`src/rtl/branch_flag_unit_if.sv`:
```
// ALU-status / branch-request bundle between the pipeline and branch_flag_unit.
interface branch_flag_unit_if #(
  parameter int W = 8,
  parameter int A = 10
);
  logic         Stall;
  logic         FlagWrEn;
  logic         CarryWrEn;
  logic         CarryClr;
  logic         AluZero;
  logic         AluNeg;
  logic         AluOdd;
  logic         AluParity;
  logic         AluSC;
  logic         BranchReq;
  logic [2:0]   BranchCond;
  logic [W-1:0] BranchOffset;
  logic [A-1:0] PC;

  logic         SC_in;
  logic         Zero_q;
  logic         Neg_q;
  logic         Carry_q;
  logic         Odd_q;
  logic         Parity_q;
  logic         Taken;
  logic [A-1:0] Target;
  logic         Flush;

  modport master (
    output Stall, FlagWrEn, CarryWrEn, CarryClr,
           AluZero, AluNeg, AluOdd, AluParity, AluSC,
           BranchReq, BranchCond, BranchOffset, PC,
    input  SC_in, Zero_q, Neg_q, Carry_q, Odd_q, Parity_q,
           Taken, Target, Flush
  );

  modport slave (
    input  Stall, FlagWrEn, CarryWrEn, CarryClr,
           AluZero, AluNeg, AluOdd, AluParity, AluSC,
           BranchReq, BranchCond, BranchOffset, PC,
    output SC_in, Zero_q, Neg_q, Carry_q, Odd_q, Parity_q,
           Taken, Target, Flush
  );
endinterface

```
`src/rtl/branch_flag_unit.sv`:
```
// Registered ALU status flags, carry feedback for multi-byte chains, and
// conditional branch resolution with a fixed-length pipeline flush.
module branch_flag_unit #(
  parameter int W         = 8,
  parameter int A         = 10,
  parameter int FLUSH_CYC = 2
) (
  input logic              Clk,
  input logic              Reset_n,
  branch_flag_unit_if.slave bus
);

  typedef enum logic {IDLE, FLUSH} state_t;

  state_t       state_q;
  logic [2:0]   cnt_q;
  logic         taken_q;
  logic [A-1:0] target_q;

  logic zero_q, neg_q, carry_q, odd_q, parity_q;
  logic zero_d, neg_d, carry_d, odd_d, parity_d;

  logic         wr_ok;
  logic         accept;
  logic         eff_z, eff_n, eff_c;
  logic         cond_true;
  logic [A-1:0] off_ext;
  logic [A-1:0] target_d;

  // Write/accept gating plus forwarded flag values for same-cycle compare+branch
  always_comb begin
    wr_ok    = !bus.Stall && (state_q == IDLE);
    accept   = wr_ok && bus.BranchReq;
    eff_z    = bus.FlagWrEn ? bus.AluZero : zero_q;
    eff_n    = bus.FlagWrEn ? bus.AluNeg  : neg_q;
    if (bus.CarryWrEn)     eff_c = bus.AluSC;
    else if (bus.CarryClr) eff_c = 1'b0;
    else                   eff_c = carry_q;
    off_ext  = {{(A-W){bus.BranchOffset[W-1]}}, bus.BranchOffset};
    target_d = bus.PC + off_ext;
  end

  // Condition-code decode against the effective flags
  always_comb begin
    cond_true = 1'b0;
    case (bus.BranchCond)
      3'b000:  cond_true = 1'b1;
      3'b001:  cond_true = eff_z;
      3'b010:  cond_true = !eff_z;
      3'b011:  cond_true = eff_n;
      3'b100:  cond_true = !eff_n;
      3'b101:  cond_true = eff_c;
      3'b110:  cond_true = !eff_c;
      default: cond_true = 1'b0;
    endcase
  end

  // Next-state flags; writes are squashed while stalled or flushing
  always_comb begin
    zero_d   = zero_q;
    neg_d    = neg_q;
    odd_d    = odd_q;
    parity_d = parity_q;
    carry_d  = carry_q;
    if (wr_ok && bus.FlagWrEn) begin
      zero_d   = bus.AluZero;
      neg_d    = bus.AluNeg;
      odd_d    = bus.AluOdd;
      parity_d = bus.AluParity;
    end
    if (wr_ok && (bus.CarryWrEn || bus.CarryClr))
      carry_d = bus.CarryWrEn ? bus.AluSC : 1'b0;
  end

  // Flag registers
  always_ff @(posedge Clk or negedge Reset_n) begin
    if (!Reset_n) begin
      zero_q   <= 1'b0;
      neg_q    <= 1'b0;
      carry_q  <= 1'b0;
      odd_q    <= 1'b0;
      parity_q <= 1'b0;
    end else begin
      zero_q   <= zero_d;
      neg_q    <= neg_d;
      carry_q  <= carry_d;
      odd_q    <= odd_d;
      parity_q <= parity_d;
    end
  end

  // Branch/flush FSM with registered Taken, Target and flush counter
  always_ff @(posedge Clk or negedge Reset_n) begin
    if (!Reset_n) begin
      state_q  <= IDLE;
      cnt_q    <= '0;
      taken_q  <= 1'b0;
      target_q <= '0;
    end else if (bus.Stall) begin
      taken_q <= 1'b0;
    end else begin
      taken_q <= 1'b0;
      case (state_q)
        IDLE: begin
          if (accept && cond_true) begin
            taken_q  <= 1'b1;
            target_q <= target_d;
            state_q  <= FLUSH;
            cnt_q    <= 3'(FLUSH_CYC);
          end
        end
        FLUSH: begin
          cnt_q <= cnt_q - 3'd1;
          if (cnt_q <= 3'd1) state_q <= IDLE;
        end
        default: state_q <= IDLE;
      endcase
    end
  end

  assign bus.Zero_q   = zero_q;
  assign bus.Neg_q    = neg_q;
  assign bus.Carry_q  = carry_q;
  assign bus.Odd_q    = odd_q;
  assign bus.Parity_q = parity_q;
  assign bus.SC_in    = carry_q;
  assign bus.Taken    = taken_q;
  assign bus.Target   = target_q;
  assign bus.Flush    = (state_q == FLUSH);

endmodule

```
`src/flat_wrapper.sv`:
```
// flat-port wrapper written by rule: the top's interface ports become plain ports
module branch_flag_unit_flat 
#(
  parameter int W         = 8,
  parameter int A         = 10,
  parameter int FLUSH_CYC = 2
)
  (Clk, Reset_n, bus_Stall, bus_FlagWrEn, bus_CarryWrEn, bus_CarryClr, bus_AluZero, bus_AluNeg, bus_AluOdd, bus_AluParity, bus_AluSC, bus_BranchReq, bus_BranchCond, bus_BranchOffset, bus_PC, bus_SC_in, bus_Zero_q, bus_Neg_q, bus_Carry_q, bus_Odd_q, bus_Parity_q, bus_Taken, bus_Target, bus_Flush);
  branch_flag_unit_if #(.W(W), .A(A)) bus_i ();
  input logic Clk;
  input logic Reset_n;
  input wire logic [$bits(bus_i.Stall)-1:0] bus_Stall;
  input wire logic [$bits(bus_i.FlagWrEn)-1:0] bus_FlagWrEn;
  input wire logic [$bits(bus_i.CarryWrEn)-1:0] bus_CarryWrEn;
  input wire logic [$bits(bus_i.CarryClr)-1:0] bus_CarryClr;
  input wire logic [$bits(bus_i.AluZero)-1:0] bus_AluZero;
  input wire logic [$bits(bus_i.AluNeg)-1:0] bus_AluNeg;
  input wire logic [$bits(bus_i.AluOdd)-1:0] bus_AluOdd;
  input wire logic [$bits(bus_i.AluParity)-1:0] bus_AluParity;
  input wire logic [$bits(bus_i.AluSC)-1:0] bus_AluSC;
  input wire logic [$bits(bus_i.BranchReq)-1:0] bus_BranchReq;
  input wire logic [$bits(bus_i.BranchCond)-1:0] bus_BranchCond;
  input wire logic [$bits(bus_i.BranchOffset)-1:0] bus_BranchOffset;
  input wire logic [$bits(bus_i.PC)-1:0] bus_PC;
  output wire logic [$bits(bus_i.SC_in)-1:0] bus_SC_in;
  output wire logic [$bits(bus_i.Zero_q)-1:0] bus_Zero_q;
  output wire logic [$bits(bus_i.Neg_q)-1:0] bus_Neg_q;
  output wire logic [$bits(bus_i.Carry_q)-1:0] bus_Carry_q;
  output wire logic [$bits(bus_i.Odd_q)-1:0] bus_Odd_q;
  output wire logic [$bits(bus_i.Parity_q)-1:0] bus_Parity_q;
  output wire logic [$bits(bus_i.Taken)-1:0] bus_Taken;
  output wire logic [$bits(bus_i.Target)-1:0] bus_Target;
  output wire logic [$bits(bus_i.Flush)-1:0] bus_Flush;
  assign bus_i.Stall = bus_Stall;
  assign bus_i.FlagWrEn = bus_FlagWrEn;
  assign bus_i.CarryWrEn = bus_CarryWrEn;
  assign bus_i.CarryClr = bus_CarryClr;
  assign bus_i.AluZero = bus_AluZero;
  assign bus_i.AluNeg = bus_AluNeg;
  assign bus_i.AluOdd = bus_AluOdd;
  assign bus_i.AluParity = bus_AluParity;
  assign bus_i.AluSC = bus_AluSC;
  assign bus_i.BranchReq = bus_BranchReq;
  assign bus_i.BranchCond = bus_BranchCond;
  assign bus_i.BranchOffset = bus_BranchOffset;
  assign bus_i.PC = bus_PC;
  assign bus_SC_in = bus_i.SC_in;
  assign bus_Zero_q = bus_i.Zero_q;
  assign bus_Neg_q = bus_i.Neg_q;
  assign bus_Carry_q = bus_i.Carry_q;
  assign bus_Odd_q = bus_i.Odd_q;
  assign bus_Parity_q = bus_i.Parity_q;
  assign bus_Taken = bus_i.Taken;
  assign bus_Target = bus_i.Target;
  assign bus_Flush = bus_i.Flush;
  branch_flag_unit #(.W(W), .A(A), .FLUSH_CYC(FLUSH_CYC)) u_core (.Clk(Clk), .Reset_n(Reset_n), .bus(bus_i));
endmodule
```
`config.mk`:
```
export PLATFORM = sky130hd
export DESIGN_NAME = branch_flag_unit_flat
export DESIGN_NICKNAME = d
export VERILOG_FILES = /design/src/rtl/branch_flag_unit_if.sv /design/src/rtl/branch_flag_unit.sv /design/src/flat_wrapper.sv
export SDC_FILE = /design/constraint.sdc
export NUM_CORES = 1
export LEC_CHECK = 0
export CORE_MARGIN = 10
export CORE_UTILIZATION = 35
export CTS_CLUSTER_DIAMETER = 30
export CTS_CLUSTER_SIZE = 28
export DETAILED_ROUTE_END_ITERATION = 16
export HOLD_SLACK_MARGIN = 0.02
export PLACE_DENSITY = 0.65
export SLEW_MARGIN = 20
export SYNTH_ARGS = -nofsm -noshare
export SYNTH_HDL_FRONTEND = slang
export SYNTH_SLANG_ARGS = --single-unit
export TNS_END_PERCENT = 100
```
`constraint.sdc`:
```
create_clock -name Clk -period 2.7 [get_ports Clk]
set_clock_uncertainty 0.1 [all_clocks]
set_input_delay 0.54 -clock Clk [delete_from_list [all_inputs] [get_ports Clk]]
set_output_delay 0.54 -clock Clk [all_outputs]
set_load 0.02 [all_outputs]
```
==> impl_metrics.toml, run 1 <==
[worst_setup_path]
critical_path.max_fanout = 10
path_class = "primary input to register"
worstSetupStartpoint = "bus_FlagWrEn"
worstSetupEndpointType = "register"
r2r-end = "u_core.bus.Target[9]"
arrival_ns = 2.57
r2r_setup_slack_ns = 0.62
start_kind = "primary input"
reg2regPathDepth = 6
worstReg2RegStart = "u_core.bus.Zero_q"
worstPathRequired_ns = 2.74

[clocking]
clk_pin_slew_worst_paths_ns = 0.07
cts_setup_buffers = 0
cts_num_sinks = 20
cts.path.max_buffers = 2
hold_buffers = 0
cts_root_buf = "clkbuf_8"
cts_resized = 0
cts_buffers = 3
clock_latency_ns = 0.25
cts_tree = "built"
h-tree-depth = 1

[floorplanning]
core_sq_um = 3771
dieWidth_microns = 83.33
dieHeight_microns = 83.33
initial_core_util_pct = 37.23
rows = 22
dieArea_sq_um = 6944
io_pins = 51

[global_route]
grt_max_degree = 21
grt_pass1_vias = 1225
antenna_found_initial = 0
grt_pass1_wl_microns = 5713
track_usage_pct = 9.629
overflow = 0

[place]
globalplace.congestion = 0.8978
dp.final_hpwl_microns = 3084
dp_slack_ns = -0.1049
place_area_sq_um = 2001
io_buffers = 50
post-place-cells = 241

[yosys]
ys_types = 43
yosysTopAreaCellShare_pct = 35.65
async_flop_share_pct = 100.0
synthTopCellsByArea = "dfrtp_1, ha_1, mux2_4, mux2_2, o21ai_0"
synthFlopType = "dfrtp_1"
ys_seq_area_share_pct = 35.65
syn_avg_cell_area_sq_um = 10.25
synth_enable_flop_cells = 0
ys_seq_elements = 20
synth_largest_area_cell = "dfrtp_1"
synth_warnings = 0
synth_cells = 137
syn-num-nets = 182
synth_area_sq_um = 1404

[power]
p_int_w = 0.001059
power.net_switching_w = 0.0005979
p_leak_nw = 0.8886
p_sw_share_pct = 36.08
ir_worst_vdd_uv = 254.5
combPwrFrac_pct = 54.0
p_per_area_nw_per_um2 = 806.1
power_frac_clock_pct = 13.1
p_seq_share_pct = 32.9
power_w = 0.001657

[timing]
period_share_pct = 94.05
timing.fmax_ghz = 0.3938
grt_setup_unrepaired = "no"
finalHoldViolations = 0
tightest_slew_ns = 0.3889
fin_crit_ns = 2.539
fin_setup_tns_ns = 0
layout_setup_ws_ns = 0.1606
setup_viol = 0
slew_violations = 0
max_slew_margin_pct = 74.07

[run]
cap_violations = 0

[layout]
nFillCells = 328
layout-drive-gt1-share_pct = 13.71
n_antenna_cell = 0
final_cell_area_sq_um = 2056
seq_area_sq_um = 500.5
synthToLayoutAreaGrowth_pct = 46.43
fin_nets = 243
fin_cells = 245
multi_input_area_sq_um = 837.1

[worst_hold_path]
whs_path_depth = 1
hp-class = "register to register"
holdPathEnd = "u_core.bus.Odd_q"
hp-start = "u_core.bus.Odd_q"

[routing]
wire_per_inst_microns = 14.90
drtIter0Drc = 53
ant_nets = 0
first_pass_iters = 4
vias = 1263
vias_per_cell = 5.155
routed_wl_microns = 3650
drc = 0

[status]
status = "finished, final reports clean"
-- worst max-delay path, cell delays in order --
cell and delay (ns):
clkdlybuf4s50_1 0.50, mux2i_1 0.23, nor3b_1 0.07, or3_1 0.34
a221o_1 0.36, clkinv_2 0.18, mux2_2 0.35
-- cells in the mapped netlist, drive strengths merged (3+ instances only) --
cell type   n
nand2       6
dfrtp      20
nor3        4
nor2b       3
a21oi       9
o21ai      10
inv         8
nor2        9
mux2       13
a211oi      3
mux2i       4
xnor2       5
ha         11
-- metal layers --
layer	global-route usage, %	vias up	part of all wire [%]
met1	11.70	580	46
li1	-	621	-
met4	2.769	0	0.68
met5	0	-	0
met3	3.418	2	8.2
met2	15.50	60	45
-- placed cells by master (no fill, tap or decap), drive strengths merged, types with 2 or more instances in the layout --
cell	count
clkbuf	4
mux2	13
ha	11
a21oi	9
buf	9
nor3	4
xnor2	5
nand2b	2
inv	8
a32o	2
clkdlybuf4s50	50
dfrtp	20
a211oi	3
nor2b	3
o21ai	10
nand2	6
o22ai	2
mux2i	4
nor2	9
-- sequential cells by signal, indices dropped and copies added (netlist names) --
signal and count:
u_core.bus.Target 10, u_core.cnt_q 3, u_core.bus.Carry_q 1, u_core.bus.Flush 1
u_core.bus.Neg_q 1, u_core.bus.Odd_q 1, u_core.bus.Parity_q 1, u_core.bus.Taken 1
u_core.bus.Zero_q 1
-- worst max path at each step --
stage                            to  cells after the start
4_1_cts        u_core.bus.Target[9]                      7
6_report       u_core.bus.Target[9]                      7
2_1_floorplan  u_core.bus.Target[0]                      7
5_1_grt        u_core.bus.Target[8]                      9
3_3_place_gp   u_core.bus.Target[2]                      7
3_5_place_dp   u_core.bus.Target[9]                      7
-- per-stage QoR --
| step | hold WS, ns | util, % |
|---|---|---|
| global placement | 0.3902 | 53.05 |
| global route | 0.4311 | 54.51 |
| finish | 0.4116 | 54.51 |
| detailed placement | 0.4030 | 53.05 |
| CTS | 0.4186 | 54.51 |
| floorplan | 0.1444 | - |
-- cell type report --
| type | instances | area share [%] |
|---|---|---|
| multi-input cells | 105 | 40.72 |
| clock buffers | 4 | 2.678 |
| flip-flops and latches | 20 | 24.35 |
| inverters | 9 | 1.704 |
| well taps | 48 | 2.921 |
| repair buffers | 59 | 27.63 |
-- cells by family after synthesis --
| logic type | count (synthesis) | share of synthesized area (%) |
|---|---|---|
| AOI/OAI and AO/OA | 40 | 19.07 |
| DFF | 20 | 35.65 |
| adders and majority gates | 12 | 11.23 |
| muxes | 17 | 15.15 |
| xor gates and xnor gates | 5 | 3.119 |
| and+or+nand+nor | 31 | 11.05 |
| buffers and inverters | 12 | 4.723 |
-- power groups by stage --
stage / Combinational, W / Sequential, W / Clock (W)
floorplan: 0.000362 / 0.000678 / 0
global placement: 0.000885 / 0.000543 / 0
detailed placement: 0.000909 / 0.000547 / 0
CTS: 0.000908 / 0.000548 / 0.000221
global route: 0.000958 / 0.000563 / 0.000239
finish: 0.000895 / 0.000544 / 0.000217
(Power assumes the default switching activity.)
==> run 2, diff against run 1 <==
Settings changed: CORE_MARGIN 10 to unset, SLEW_MARGIN 20 to unset.
==> run 2 against run 1 <==
  * Via count decreased by 0.55%
  * Count of clock-buffer cells in the layout unchanged
  * Highest routed layer unchanged
  * Worst hold slack got worse by 0.0017 ns
  * Register-to-register slack about the same
  * Clock power increased by 2%
  * Largest cell class unchanged
  * Maximum frequency decreased by 0.29%
  * Final cell count decreased by 0.41%
  * Sequential share of layout area increased by 0.089 points
==> impl_metrics.toml, run 2 (synthesis results as in run 1) <==
[status]
status = "finished, final reports clean"

[floorplanning]
rows = 22
core_sq_um = 3744
dieArea_sq_um = 4268
io_pins = 51
dieWidth_microns = 65.33
initial_core_util_pct = 37.50
dieHeight_microns = 65.33

[power]
power_w = 0.001643
ir_worst_vdd_uv = 251.5
p_per_area_nw_per_um2 = 802.1
p_leak_nw = 0.8838

[routing]
vias = 1256
routed_wl_microns = 3116
wire_per_inst_microns = 12.77
ant_nets = 0
first_pass_iters = 4
vias_per_cell = 5.148
drtIter0Drc = 52
drc = 0

[timing]
whs_ns = 0.4099
max_slew_margin_pct = 42.19
period_share_pct = 94.33
grt_setup_unrepaired = "no"
timing.fmax_ghz = 0.3926
fin_crit_ns = 2.547
tightest_slew_ns = 0.8645
setup_viol = 0
layout_setup_ws_ns = 0.1532
finalHoldViolations = 0
slew_violations = 0

[global_route]
antenna_found_initial = 0
grt_pass1_wl_microns = 5168
overflow = 0
grt_pass1_vias = 1203
track_usage_pct = 15.41
grt_max_degree = 21

[clocking]
cts_setup_buffers = 0
hold_buffers = 0
h-tree-depth = 1
cts.path.max_buffers = 2
cts_num_sinks = 20
cts_resized = 0
cts_tree = "built"
cts_root_buf = "clkbuf_8"
cts_buffers = 3
clock_latency_ns = 0.25
clk_pin_slew_worst_paths_ns = 0.07

[worst_setup_path]
worstPathRequired_ns = 2.74
start_kind = "primary input"
worstSetupEndpointType = "register"
critical_path.max_fanout = 4
path_class = "primary input to register"
arrival_ns = 2.59

[place]
io_buffers = 50
dp_slack_ns = -0.1009
post-place-cells = 240
globalplace.congestion = 0.8728
dp.final_hpwl_microns = 2492

[layout]
fin_cells = 244
largest_register_ff_count = 10
fin_nets = 242
layout-drive-gt1-share_pct = 13.27
post-route-util_pct = 54.71
nFillCells = 332
layout_commonest_cell = "clkdlybuf4s50_1"
final_cell_mix = "clkdlybuf4s50_1, dfrtp_1, ha_1"
synthToLayoutAreaGrowth_pct = 45.90
n_antenna_cell = 0

[run]
cap_violations = 0

[worst_hold_path]
hp-class = "register to register"
-- run 2: critical path, cell delays in order --
cell and delay, ns:
clkdlybuf4s50_1 0.46, ha_1 0.17, inv_1 0.06, fa_1 0.38, nor2b_1 0.19, o31a_1 0.24, o21ai_0 0.14, xnor2_1 0.14
mux2_4 0.25
-- run 2: per-layer routing --
| layer | up-vias | global-route usage [%] | wire length [microns] | share of wire (%) |
|---|---|---|---|---|
| li1 | 621 | - | - | - |
| met1 | 573 | 19.33 | 1414 | 45 |
| met2 | 55 | 26.55 | 1443 | 46 |
| met3 | 7 | 2.778 | 223 | 7.2 |
| met4 | 0 | 4.891 | 34 | 1.1 |
| met5 | - | 0 | 0 | 0 |
-- run 2: final cells by class --
class	instances	area [sq um]	share of cell area, %
Tap cell	48	60.06	2.932
Timing Repair Buffer	58	560.5	27.37
Inverter	9	35.03	1.710
Clock buffer	4	55.05	2.688
Sequential cell	20	500.5	24.43
Multi-Input combinational cell	105	837.1	40.87
-- run 2: report_power, final --
group,switching [W],internal [W]
Combinational,0.000394,0.000486
Clock,0.0000914,0.000130
Sequential,0.0000996,0.000443
-- run 2: metrics by stage --
stage / area, sq um / setup TNS [ns]
3_3_place_gp: 1993 / -0.2613
4_1_cts: 2048 / 0
2_1_floorplan: 1404 / 0
5_1_grt: 2048 / 0
6_report: 2048 / 0
3_5_place_dp: 1993 / -0.6630
-- run 2: worst paths after layout --
kind	from	end	slack, ns	cells past startpoint
setup reg to reg	u_core.bus.Zero_q	u_core.bus.Target[9]	0.62	6
hold reg to reg	u_core.bus.Odd_q	u_core.bus.Odd_q	0.41	1
hold / removal	u_core.bus.Odd_q	u_core.bus.Odd_q	0.41	1
setup / recovery	bus_PC[0]	u_core.bus.Target[8]	0.15	9
max in group asynchronous	Reset_n	u_core.bus.Parity_q	1.29	1
min in group asynchronous	Reset_n	u_core.bus.Flush	0.67	1
